**config.mk**
```make
export PLATFORM = sky130hd
export DESIGN_NAME = sa_step_driver_flat
export DESIGN_NICKNAME = d
export VERILOG_FILES = /design/src/rtl/sa_step_driver_if.sv /design/src/rtl/sa_step_driver.sv /design/src/flat_wrapper.sv
export SDC_FILE = /design/constraint.sdc
export NUM_CORES = 1
export LEC_CHECK = 0
export BUFFER_PORTS_ARGS = -buffer_cell sky130_fd_sc_hd__buf_2
export CAP_MARGIN = 40
export CORE_MARGIN = 8
export CORE_UTILIZATION = 52
export DETAILED_ROUTE_END_ITERATION = 10
export PLACE_DENSITY_LB_ADDON = 0.1
export SYNTH_ARGS = -nofsm -noshare
export SYNTH_HDL_FRONTEND = slang
export SYNTH_SLANG_ARGS = --single-unit
```
**constraint.sdc**
```tcl
create_clock -name clk -period 2.3 [get_ports clk]
set_input_delay 0.69 -clock clk [delete_from_list [all_inputs] [get_ports clk]]
set_output_delay 0.69 -clock clk [all_outputs]
set_load 0.1 [all_outputs]
```
**src/rtl/sa_step_driver_if.sv**
```systemverilog
// Handshake bundle between the SA instruction decode and the step driver.
// The controller side uses master and the step driver uses slave.
`ifndef SA_COUNTER_WIDTH
`define SA_COUNTER_WIDTH 4
`endif

interface sa_step_driver_if #(
    parameter int BIT_WIDTH = `SA_COUNTER_WIDTH,
    parameter int GAP_W     = 4
);
    logic                 start;
    logic [BIT_WIDTH:0]   num_steps;
    logic [GAP_W-1:0]     gap;
    logic                 stall;
    logic                 abort;
    logic                 busy;
    logic                 step;
    logic                 last;
    logic [BIT_WIDTH:0]   remaining;
    logic                 done;

    modport master (
        output start, num_steps, gap, stall, abort,
        input  busy, step, last, remaining, done
    );

    modport slave (
        input  start, num_steps, gap, stall, abort,
        output busy, step, last, remaining, done
    );
endinterface

```
**src/rtl/sa_step_driver.sv**
```systemverilog
// Issues a programmed burst of single-cycle step pulses (counter3.inc) with
// optional inter-step gaps, stall back-pressure, abort and a closing done pulse.
`ifndef SA_COUNTER_WIDTH
`define SA_COUNTER_WIDTH 4
`endif

module sa_step_driver #(
    parameter int BIT_WIDTH = `SA_COUNTER_WIDTH,
    parameter int GAP_W     = 4
) (
    input  logic              clk,
    input  logic              rstn,
    sa_step_driver_if.slave   bus
);
    localparam int CW = BIT_WIDTH + 1;

    localparam logic [CW-1:0]    CNT_ZERO = {CW{1'b0}};
    localparam logic [CW-1:0]    CNT_ONE  = {{BIT_WIDTH{1'b0}}, 1'b1};
    localparam logic [GAP_W-1:0] GAP_ZERO = {GAP_W{1'b0}};
    localparam logic [GAP_W-1:0] GAP_ONE  = {{(GAP_W-1){1'b0}}, 1'b1};

    typedef enum logic [1:0] {
        ST_IDLE = 2'd0,
        ST_RUN  = 2'd1,
        ST_DONE = 2'd2
    } state_e;

    state_e           state_q, state_d;
    logic [CW-1:0]    remaining_q, remaining_d;
    logic [GAP_W-1:0] gap_cnt_q, gap_cnt_d;
    logic [GAP_W-1:0] gap_lat_q, gap_lat_d;
    logic             busy_s, step_s, last_s, done_s;

    // Next-state and output decode; abort always wins over step and done.
    always_comb begin
        state_d     = state_q;
        remaining_d = remaining_q;
        gap_cnt_d   = gap_cnt_q;
        gap_lat_d   = gap_lat_q;
        busy_s      = 1'b0;
        step_s      = 1'b0;
        last_s      = 1'b0;
        done_s      = 1'b0;
        case (state_q)
            ST_IDLE: begin
                if (bus.start) begin
                    if (bus.num_steps != CNT_ZERO) begin
                        remaining_d = bus.num_steps;
                        gap_lat_d   = bus.gap;
                        gap_cnt_d   = GAP_ZERO;
                        state_d     = ST_RUN;
                    end else begin
                        state_d     = ST_DONE;
                    end
                end else begin
                    state_d = ST_IDLE;
                end
            end
            ST_RUN: begin
                busy_s = 1'b1;
                if (bus.abort) begin
                    remaining_d = CNT_ZERO;
                    gap_cnt_d   = GAP_ZERO;
                    state_d     = ST_IDLE;
                end else if (gap_cnt_q != GAP_ZERO) begin
                    // The gap drains even while stalled; stall only holds a ready step.
                    gap_cnt_d = gap_cnt_q - GAP_ONE;
                end else if (!bus.stall) begin
                    step_s      = 1'b1;
                    remaining_d = remaining_q - CNT_ONE;
                    gap_cnt_d   = gap_lat_q;
                    if (remaining_q == CNT_ONE) begin
                        last_s  = 1'b1;
                        state_d = ST_DONE;
                    end else begin
                        state_d = ST_RUN;
                    end
                end else begin
                    state_d = ST_RUN;
                end
            end
            ST_DONE: begin
                busy_s = 1'b1;
                if (bus.abort) begin
                    remaining_d = CNT_ZERO;
                end else begin
                    done_s = 1'b1;
                end
                state_d = ST_IDLE;
            end
            default: begin
                remaining_d = CNT_ZERO;
                gap_cnt_d   = GAP_ZERO;
                gap_lat_d   = GAP_ZERO;
                state_d     = ST_IDLE;
            end
        endcase
    end

    // State registers with synchronous active-low reset.
    always_ff @(posedge clk) begin
        if (!rstn) begin
            state_q     <= ST_IDLE;
            remaining_q <= CNT_ZERO;
            gap_cnt_q   <= GAP_ZERO;
            gap_lat_q   <= GAP_ZERO;
        end else begin
            state_q     <= state_d;
            remaining_q <= remaining_d;
            gap_cnt_q   <= gap_cnt_d;
            gap_lat_q   <= gap_lat_d;
        end
    end

    assign bus.busy      = busy_s;
    assign bus.step      = step_s;
    assign bus.last      = last_s;
    assign bus.done      = done_s;
    assign bus.remaining = remaining_q;
endmodule

```
**src/flat_wrapper.sv**
```systemverilog
// flat-port wrapper written by rule: the top's interface ports become plain ports
module sa_step_driver_flat 
#(
    parameter int BIT_WIDTH = `SA_COUNTER_WIDTH,
    parameter int GAP_W     = 4
)
  (clk, rstn, bus_start, bus_num_steps, bus_gap, bus_stall, bus_abort, bus_busy, bus_step, bus_last, bus_remaining, bus_done);
  sa_step_driver_if #(.BIT_WIDTH(BIT_WIDTH), .GAP_W(GAP_W)) bus_i ();
  input  logic clk;
  input  logic rstn;
  input wire logic [$bits(bus_i.start)-1:0] bus_start;
  input wire logic [$bits(bus_i.num_steps)-1:0] bus_num_steps;
  input wire logic [$bits(bus_i.gap)-1:0] bus_gap;
  input wire logic [$bits(bus_i.stall)-1:0] bus_stall;
  input wire logic [$bits(bus_i.abort)-1:0] bus_abort;
  output wire logic [$bits(bus_i.busy)-1:0] bus_busy;
  output wire logic [$bits(bus_i.step)-1:0] bus_step;
  output wire logic [$bits(bus_i.last)-1:0] bus_last;
  output wire logic [$bits(bus_i.remaining)-1:0] bus_remaining;
  output wire logic [$bits(bus_i.done)-1:0] bus_done;
  assign bus_i.start = bus_start;
  assign bus_i.num_steps = bus_num_steps;
  assign bus_i.gap = bus_gap;
  assign bus_i.stall = bus_stall;
  assign bus_i.abort = bus_abort;
  assign bus_busy = bus_i.busy;
  assign bus_step = bus_i.step;
  assign bus_last = bus_i.last;
  assign bus_remaining = bus_i.remaining;
  assign bus_done = bus_i.done;
  sa_step_driver #(.BIT_WIDTH(BIT_WIDTH), .GAP_W(GAP_W)) u_core (.clk(clk), .rstn(rstn), .bus(bus_i));
endmodule
```
==> flow_summary.yaml, run 1 <==
sta:
  hold_violations: 0
  maxSlewHeadroom_pct: 55.5
  setup_viol_count_final: 0
  period_minus_slack_ns: 2.24
  slew_viol_final: 0
  rsz0062_at_grt: "yes"
  setup_tns_ns: 0
  worst_pin_slew_ns: 0.661
  fin_ws_ns: 0.0566
  fin_crit_sh_pct: 97.5
  clock_skew_ns: 0.00286
  fmax_mhz: 446
placed_design:
  dpl_cell_area_sq_mm: 0.00125
  pre_cts_ws_ns: 0.0714
  portBuffers: 22
  place_hpwl_um: 2140
  place_congestion: 0.897
global_route:
  grtUsageTotal_pct: 15.5
  grt_pass1_vias: 967
  grt_max_degree: 13
  grt_antenna_before_repair: 0
  grt.overflow.total: 0
  grt_pass1_wl_um: 4240
yosys:
  synth_edf_count: 0
  seq_area_frac_synth_pct: 29.4
  synth_area_leaders: "dfxtp_1, ha_1, a21oi_1"
  netlist.area_leader.share_pct: 29.4
  synth.distinct_cells: 45
  synthesis.area_sq_mm: 0.00102
  synth_seq_cells: 15
  synth_fp_nets: 137
  ys.flop_type: "dfxtp_1"
  synth_largest_area_cell: "dfxtp_1"
  syn_area_per_cell_sq_um: 8.80
  yosysWarnings: 0
  syn-instance-count: 116
  synthArstFlopShare_pct: 0
routing:
  drt_iter0_markers: 27
  post_drt_wl_per_cell_um: 16.3
  drc: 0
  viasPerCell: 5.84
  first_pass_iters: 4
  num_vias: 993
  wl_um: 2770
  ant_nets: 0
critical_path:
  arrival_ns: 1.55
  crit_type: "reg -> out"
  crit_chain: "inv_2, ha_4, nor3b_4, and3_4, buf_12"
  path_depth: 5
  critical_path.max_fanout: 5
  slowest_delay_ns: 0.36
  crit_slowest_cell: "dfxtp_1"
  crit_path_end_kind: "primary output"
  crit_family: "simple AND/OR/NAND/NOR gates"
  ff2ff_path_depth: 7
  required_ns: 1.61
  cp-start-kind: "flip-flop"
  path_buf_inv: 2
pwr:
  power_uw: 720
  irDropWorstVdd_mv: 0.425
  powerDensity_mw_per_mm2: 549
  power.static_leakage_uw: 0.000527
clock_network:
  clkLatencyLatePin_ns: 0.29
  clock_path_buffers: 2
  path_clk_slew_ns: 0.10
  root_buffer: "clkbuf_4"
  numCtsBuffers: 3
  cts_tree: "done"
  cts_sinks: 15
  cts_setup_buffers: 0
  h-tree-depth: 1
finish:
  drive_above_1_share_pct: 34.3
  antenna_cells: 0
  fill_cells: 160
  post-route-util_pct: 68.9
  synthToLayoutAreaGrowth_pct: 28.3
  num-nets-final: 165
  register_area_sq_um: 308
  fin_area_sq_mm: 0.00131
  multiInputGateArea_sq_um: 716
hold_path:
  hold_class: "reg -> reg"
  holdPathStages: 1
floorplanning:
  row_count: 16
  die_area_sq_mm: 0.00364
  io_pins: 23
  start_util_pct: 53.7
  core_area_sq_mm: 0.00190
  die_w_um: 60.3
  chipHeight_um: 60.3
run_status:
  status: "finished clean"
flow_run:
  cap_viol_max_count: 0
per-stage QoR:
step / hold slack [ns] / instances
final: 0.521 / 170
after global routing: 0.543 / 170
after CTS: 0.524 / 170
after detailed placement: 0.501 / 166
after global placement: 0.466 / 166
after floorplan: 0.442 / 116
report_power, final:
group,internal [uW],switching (uW)
clock network,67.5,93.2
logic,81.0,178
registers,278,21.6
timing repair:
action / in CTS / in global routing
hold buffers: 0 / 0
endpoints found under the setup margin: 2 / 2
pin swaps: 1 / 2
resized for setup: 4 / 1
placed cells by master (no fill, tap or decap), drive strengths merged, types with 4 or more instances in the layout:
cell,Yosys,layout
nand2,5,5
a21oi,10,10
a22o,4,4
buf,4,27
nor2,7,7
ha,7,7
dfxtp,15,15
clkbuf,0,4
nor4,4,4
o21ai,4,4
nor3b,4,4
inv,9,9
sequential cells by signal, indices dropped and copies added, names as in the netlist:
| name | flops |
|---|---|
| u_core.gap_lat_q | 4 |
| u_core.bus.remaining | 5 |
| u_core.gap_cnt_q | 4 |
| u_core.state_q | 2 |
final timing paths:
path | endpoint | slack (ns) | start
worst max-delay path | bus_last | 0.06 | u_core.gap_cnt_q[0]
worst min-delay path | u_core.gap_lat_q[2] | 0.52 | u_core.gap_lat_q[2]
worst max register to register | u_core.bus.remaining[0] | 0.30 | u_core.gap_cnt_q[0]
worst min register to register | u_core.gap_lat_q[2] | 0.52 | u_core.gap_lat_q[2]
routing by layer:
layer | vias to the layer above | global-route usage [%] | part of all wire, %
met5 | - | 0 | 0
met4 | 0 | 6.12 | 1.1
met3 | 4 | 3.23 | 4.5
met2 | 20 | 28.2 | 50
met1 | 471 | 17.0 | 44
li1 | 498 | - | -
cell type report:
cell class	instances	share of cell area, %
repair buffers	27	14.7
inverters	9	2.58
multi-input cells	88	54.6
well taps	27	2.58
flip-flops and latches	15	23.5
clock buffers	4	2.01
cell usage after synthesis, types with 2 or more instances:
cell	n
xor2_1	2
nor3b_4	2
nand2_1	5
dfxtp_1	15
nor2_1	7
a22o_1	4
nand2b_1	3
nand4_1	3
ha_1	7
o21ai_1	4
nor4_1	4
inv_1	8
a211oi_1	3
nand3_1	2
nor2b_1	3
a22oi_1	2
nor3_1	2
nor3b_1	2
buf_2	2
o211ai_1	2
a21oi_1	9
o221a_1	2
logic make-up after synthesis:
group | count (synthesis) | synth area share, %
compound gates | 39 | 28.8
simple gates | 38 | 23.3
flops | 15 | 29.4
buf+inv | 13 | 6.13
fa+ha+maj | 7 | 8.58
xor+xnor | 2 | 1.72
mux | 2 | 2.08
(Power assumes the default switching activity.)
==> inputs of run 2 (changes only) <==
--- a/config.mk
+++ b/config.mk
@@ -8,7 +8,7 @@
 export BUFFER_PORTS_ARGS = -buffer_cell sky130_fd_sc_hd__buf_2
 export CAP_MARGIN = 40
 export CORE_MARGIN = 8
-export CORE_UTILIZATION = 52
+export CORE_UTILIZATION = 25
 export DETAILED_ROUTE_END_ITERATION = 10
 export PLACE_DENSITY_LB_ADDON = 0.1
 export SYNTH_ARGS = -nofsm -noshare
==> constraint.sdc (replaced) <==
create_clock -name clk -period 2.71 [get_ports clk]
set_input_delay 0.813 -clock clk [delete_from_list [all_inputs] [get_ports clk]]
set_output_delay 0.813 -clock clk [all_outputs]
set_load 0.1 [all_outputs]
==> run 2 against run 1 <==
Sequential share of layout area is 0.28 points lower. Clock skew is 0.00085 ns higher. Critical path depth stayed put. Final cell count is 14% higher. First-iteration DRC count is 130% higher. Largest cell class unchanged. Largest power group unchanged.
==> flow_summary.yaml, run 2 (same netlist as run 1, synthesis figures left out) <==
run_status:
  status: "finished clean"
clock_network:
  numCtsBuffers: 3
  clkLatencyLatePin_ns: 0.25
  cts_resized: 0
  cts_tree: "done"
  h-tree-depth: 1
  path_clk_slew_ns: 0.06
  root_buffer: "clkbuf_8"
  cts_setup_buffers: 0
  cts_sinks: 15
  cts_hold_buf: 0
  clock_path_buffers: 2
finish:
  final_common_cell: "buf_2"
  fin_area_sq_mm: 0.00130
  final_cell_mix: "buf_2, dfxtp_1, a21oi_1"
  fin_cells: 193
  fill_cells: 459
  largest_reg_flops: 5
  antenna_cells: 0
  num-nets-final: 165
  post-route-util_pct: 32.7
  drive_above_1_share_pct: 30.1
  synthToLayoutAreaGrowth_pct: 27.2
routing:
  viasPerCell: 5.21
  drc: 0
  drt_iter0_markers: 61
  wl_um: 2980
  ant_nets: 0
  first_pass_iters: 4
  post_drt_wl_per_cell_um: 15.4
  num_vias: 1005
critical_path:
  critPathLaunch: "bus_stall"
  required_ns: 1.90
  slowest_delay_ns: 0.31
  rrSetupSlack_ns: 0.62
  endpoint: "bus_last"
  critical_path.max_fanout: 2
  arrival_ns: 1.82
  crit_chain: "buf_2, nand2b_1, nor4_1, and3_2, buf_12"
  worstReg2RegStart: "u_core.gap_cnt_q[0]"
  ff2ff_path_depth: 7
  cp-start-kind: "input port"
  crit_slowest_cell: "nor4_1"
  crit_path_end_kind: "primary output"
  crit_type: "in -> out"
  r2r_end: "u_core.bus.remaining[0]"
floorplanning:
  die_area_sq_mm: 0.00638
  row_count: 23
  die_w_um: 79.9
  start_util_pct: 25.7
  core_area_sq_mm: 0.00397
  io_pins: 23
  chipHeight_um: 79.9
sta:
  fin_crit_sh_pct: 97.2
  hold_ws_ns: 0.477
  fmax_mhz: 380
  setup_viol_count_final: 0
  slew_viol_final: 0
  clock_skew_ns: 0.00371
  period_minus_slack_ns: 2.63
  fin_ws_ns: 0.0767
  worst_pin_slew_ns: 0.698
  rsz0062_at_grt: "no"
  hold_violations: 0
  maxSlewHeadroom_pct: 53.0
global_route:
  grt_pass1_wl_um: 5070
  grt_antenna_before_repair: 0
  grt_max_degree: 13
  grt.overflow.total: 0
  grtUsageTotal_pct: 9.89
  grt_pass1_vias: 1001
placed_design:
  place_hpwl_um: 2400
  dpl_cell_area_sq_mm: 0.00125
  place_congestion: 0.744
  portBuffers: 22
  pre_cts_ws_ns: 0.0760
  place_inst: 189
pwr:
  powerDensity_mw_per_mm2: 502
  power.static_leakage_uw: 0.000531
  irDropWorstVdd_mv: 0.146
hold_path:
  hold_class: "reg -> reg"
flow_run:
  cap_viol_max_count: 0
==> run 2: cell types whose count changed in the layout (fill, tap and decap cells not counted), moves of 2 or more <==
cell	change
dfxtp_1	+3
clkbuf_8	+3
clkbuf_4	-3
dfxtp_2	-2
==> run 2: layout make-up <==
class / count / area [sq um] / area share (%)
clock buffers: 3 / 41.3 / 3.18
multi-input cells: 88 / 677 / 52.1
well taps: 50 / 62.6 / 4.82
inverters: 9 / 33.8 / 2.60
repair buffers: 27 / 178 / 13.7
clock inverters: 1 / 5.00 / 0.385
flip-flops and latches: 15 / 302 / 23.2
==> run 2: stage by stage <==
stage	TNS, ns	power [uW]
2_1_floorplan	-0.205	420
3_3_place_gp	0	475
3_5_place_dp	0	475
4_1_cts	0	661
5_1_grt	0	693
6_report	0	652
==> run 2: worst max-delay path, delay by kind of cell <==
kind	cells	cell delay, ns
buffers and inverters	2	0.27
AND/OR/NAND/NOR	3	0.73
==> run 2: where the power goes <==
part	switching, uW	leakage (uW)	internal [uW]	total [uW]
registers	15.9	0.000123	235	251
clock network	81.4	0.0000255	102	183
logic	151	0.000382	66.4	218
==> run 2: worst min-delay path by stage <==
stage / to / slack (ns) / depth (start not counted) / startpoint
after floorplan: u_core.gap_lat_q[2] / 0.44 / 1 / u_core.gap_lat_q[2]
after global placement: u_core.gap_lat_q[1] / 0.47 / 1 / u_core.gap_lat_q[1]
after detailed placement: u_core.gap_lat_q[1] / 0.47 / 1 / u_core.gap_lat_q[1]
after CTS: u_core.gap_lat_q[1] / 0.49 / 1 / u_core.gap_lat_q[1]
after global routing: u_core.gap_lat_q[2] / 0.52 / 1 / u_core.gap_lat_q[2]
final: u_core.gap_lat_q[1] / 0.48 / 1 / u_core.gap_lat_q[1]
==> run 2: metal layers <==
layer  vias to the layer above  GRT usage [%]  share of wire, %
met5                         -              0                 0
met3                         4           3.04               6.6
li1                        496              -                 -
met1                       483           12.4                47
met4                         0           2.73              0.91
met2                        22           15.8                46
==> inputs of run 3 (changes only) <==
--- a/config.mk
+++ b/config.mk
@@ -7,6 +7,9 @@
 export LEC_CHECK = 0
 export BUFFER_PORTS_ARGS = -buffer_cell sky130_fd_sc_hd__buf_2
 export CAP_MARGIN = 40
+export CELL_PAD_IN_SITES_DETAIL_PLACEMENT = 1
+export CELL_PAD_IN_SITES_GLOBAL_PLACEMENT = 1
+export CORE_ASPECT_RATIO = 1.1
 export CORE_MARGIN = 8
 export CORE_UTILIZATION = 25
 export DETAILED_ROUTE_END_ITERATION = 10
==> run 3 against run 2 <==
Routed wire length is 13% higher. Total power is 0.92% higher. Sequential power hardly changed. Global-route usage is 0.98 points higher. Largest cell class unchanged. Largest power group unchanged. Highest routed layer unchanged.
==> flow_summary.yaml, run 3 (same netlist as run 1, synthesis figures left out) <==
floorplanning:
  start_util_pct: 26.0
  io_pins: 23
  die_w_um: 76.9
  chipHeight_um: 83.0
  row_count: 24
  core_area_sq_mm: 0.00393
  die_area_sq_mm: 0.00639
critical_path:
  crit_chain: "buf_2, nand2b_1, nor4_1, and3_2, buf_12"
  required_ns: 1.90
  critical_path.max_fanout: 2
  rrSetupSlack_ns: 0.60
  slowest_delay_ns: 0.27
  arrival_ns: 1.75
  crit_family: "simple AND/OR/NAND/NOR gates"
  crit_type: "in -> out"
  cp-start-kind: "input port"
  crit_slowest_cell: "and3_2"
  path_buf_inv: 2
  crit_path_end_kind: "primary output"
sta:
  rsz0062_at_grt: "no"
  fin_crit_sh_pct: 94.5
  period_minus_slack_ns: 2.56
  setup_tns_ns: 0
  setup_viol_count_final: 0
  slew_viol_final: 0
  maxSlewHeadroom_pct: 50.3
  fmax_mhz: 390
  worst_pin_slew_ns: 0.739
  clock_skew_ns: 0.00705
  hold_ws_ns: 0.487
  hold_violations: 0
pwr:
  irDropWorstVdd_mv: 0.206
  power_uw: 658
  powerDensity_mw_per_mm2: 506
  power.static_leakage_uw: 0.000528
global_route:
  grtUsageTotal_pct: 10.9
  grt_pass1_vias: 1080
  grt_max_degree: 13
  grt.overflow.total: 0
  grt_antenna_before_repair: 0
  grt_pass1_wl_um: 5560
clock_network:
  numCtsBuffers: 3
  cts_resized: 0
  h-tree-depth: 1
  clkLatencyLatePin_ns: 0.25
  root_buffer: "clkbuf_8"
  cts_tree: "done"
  cts_setup_buffers: 0
  cts_hold_buf: 0
  clock_path_buffers: 2
  path_clk_slew_ns: 0.06
  cts_sinks: 15
finish:
  largest_reg_flops: 5
  num-nets-final: 165
  antenna_cells: 0
  fin_cells: 195
  final_cell_mix: "buf_2, dfxtp_1, a21oi_1"
  drive_above_1_share_pct: 29.4
  final_common_cell: "buf_2"
  synthToLayoutAreaGrowth_pct: 27.3
placed_design:
  place_congestion: 0.776
  portBuffers: 22
  place_hpwl_um: 2680
  place_inst: 191
routing:
  post_drt_wl_per_cell_um: 17.3
  num_vias: 996
  drt_iter0_markers: 43
  first_pass_iters: 4
  ant_nets: 0
  viasPerCell: 5.11
  wl_um: 3370
  drc: 0
flow_run:
  cap_viol_max_count: 0
run_status:
  status: "finished clean"
hold_path:
  hold_class: "reg -> reg"
## run 3: changes by cell type in the layout (fill, tap and decap cells not counted), sizes merged
| cell | previous run | this run |
|---|---|---|
| clkbuf | 3 | 4 |
| clkinv | 1 | 0 |
## run 3: through the flow
step	setup slack (ns)	utilization [%]	cell area (sq um)
after floorplan	-0.205	-	1040
after global placement	0.158	31.9	1250
after detailed placement	0.137	31.9	1250
after CTS	0.136	33.0	1300
after global routing	0.112	33.0	1300
final	0.148	33.0	1300
## run 3: metal layers
| layer | up-vias | track usage (%) | routed length (um) |
|---|---|---|---|
| li1 | 496 | - | - |
| met1 | 481 | 13.1 | 1560 |
| met2 | 17 | 18.5 | 1670 |
| met3 | 2 | 2.26 | 109 |
| met4 | 0 | 3.68 | 18 |
| met5 | - | 0 | 0 |
## run 3: worst register-to-register path, delay by kind of cell (launching register included)
family | cells | cell delay, ns
AOI/OAI and AO/OA | 2 | 0.61
adders and majority gates | 1 | 0.26
buffers and inverters | 2 | 0.31
DFF | 1 | 0.41
and+or+nand+nor | 2 | 0.43
## run 3: cell type report
| type | count | area [sq um] |
|---|---|---|
| Sequential cell | 15 | 302 |
| Multi-Input combinational cell | 88 | 677 |
| Clock buffer | 4 | 45.0 |
| Fill cell | 484 | 2630 |
| Timing Repair Buffer | 27 | 178 |
| Inverter | 9 | 33.8 |
| Tap cell | 52 | 65.1 |
## run 3: worst paths after layout
kind	from	end	cells after the start
max	bus_stall	bus_last	5
min	u_core.gap_lat_q[1]	u_core.gap_lat_q[1]	1
max reg2reg	u_core.gap_cnt_q[0]	u_core.bus.remaining[0]	7
min reg2reg	u_core.gap_lat_q[1]	u_core.gap_lat_q[1]	1
## run 3: power by group
group	switching, uW	internal (uW)
clock	82.7	104
sequential	15.8	235
combinational	154	66.3
total	252	406
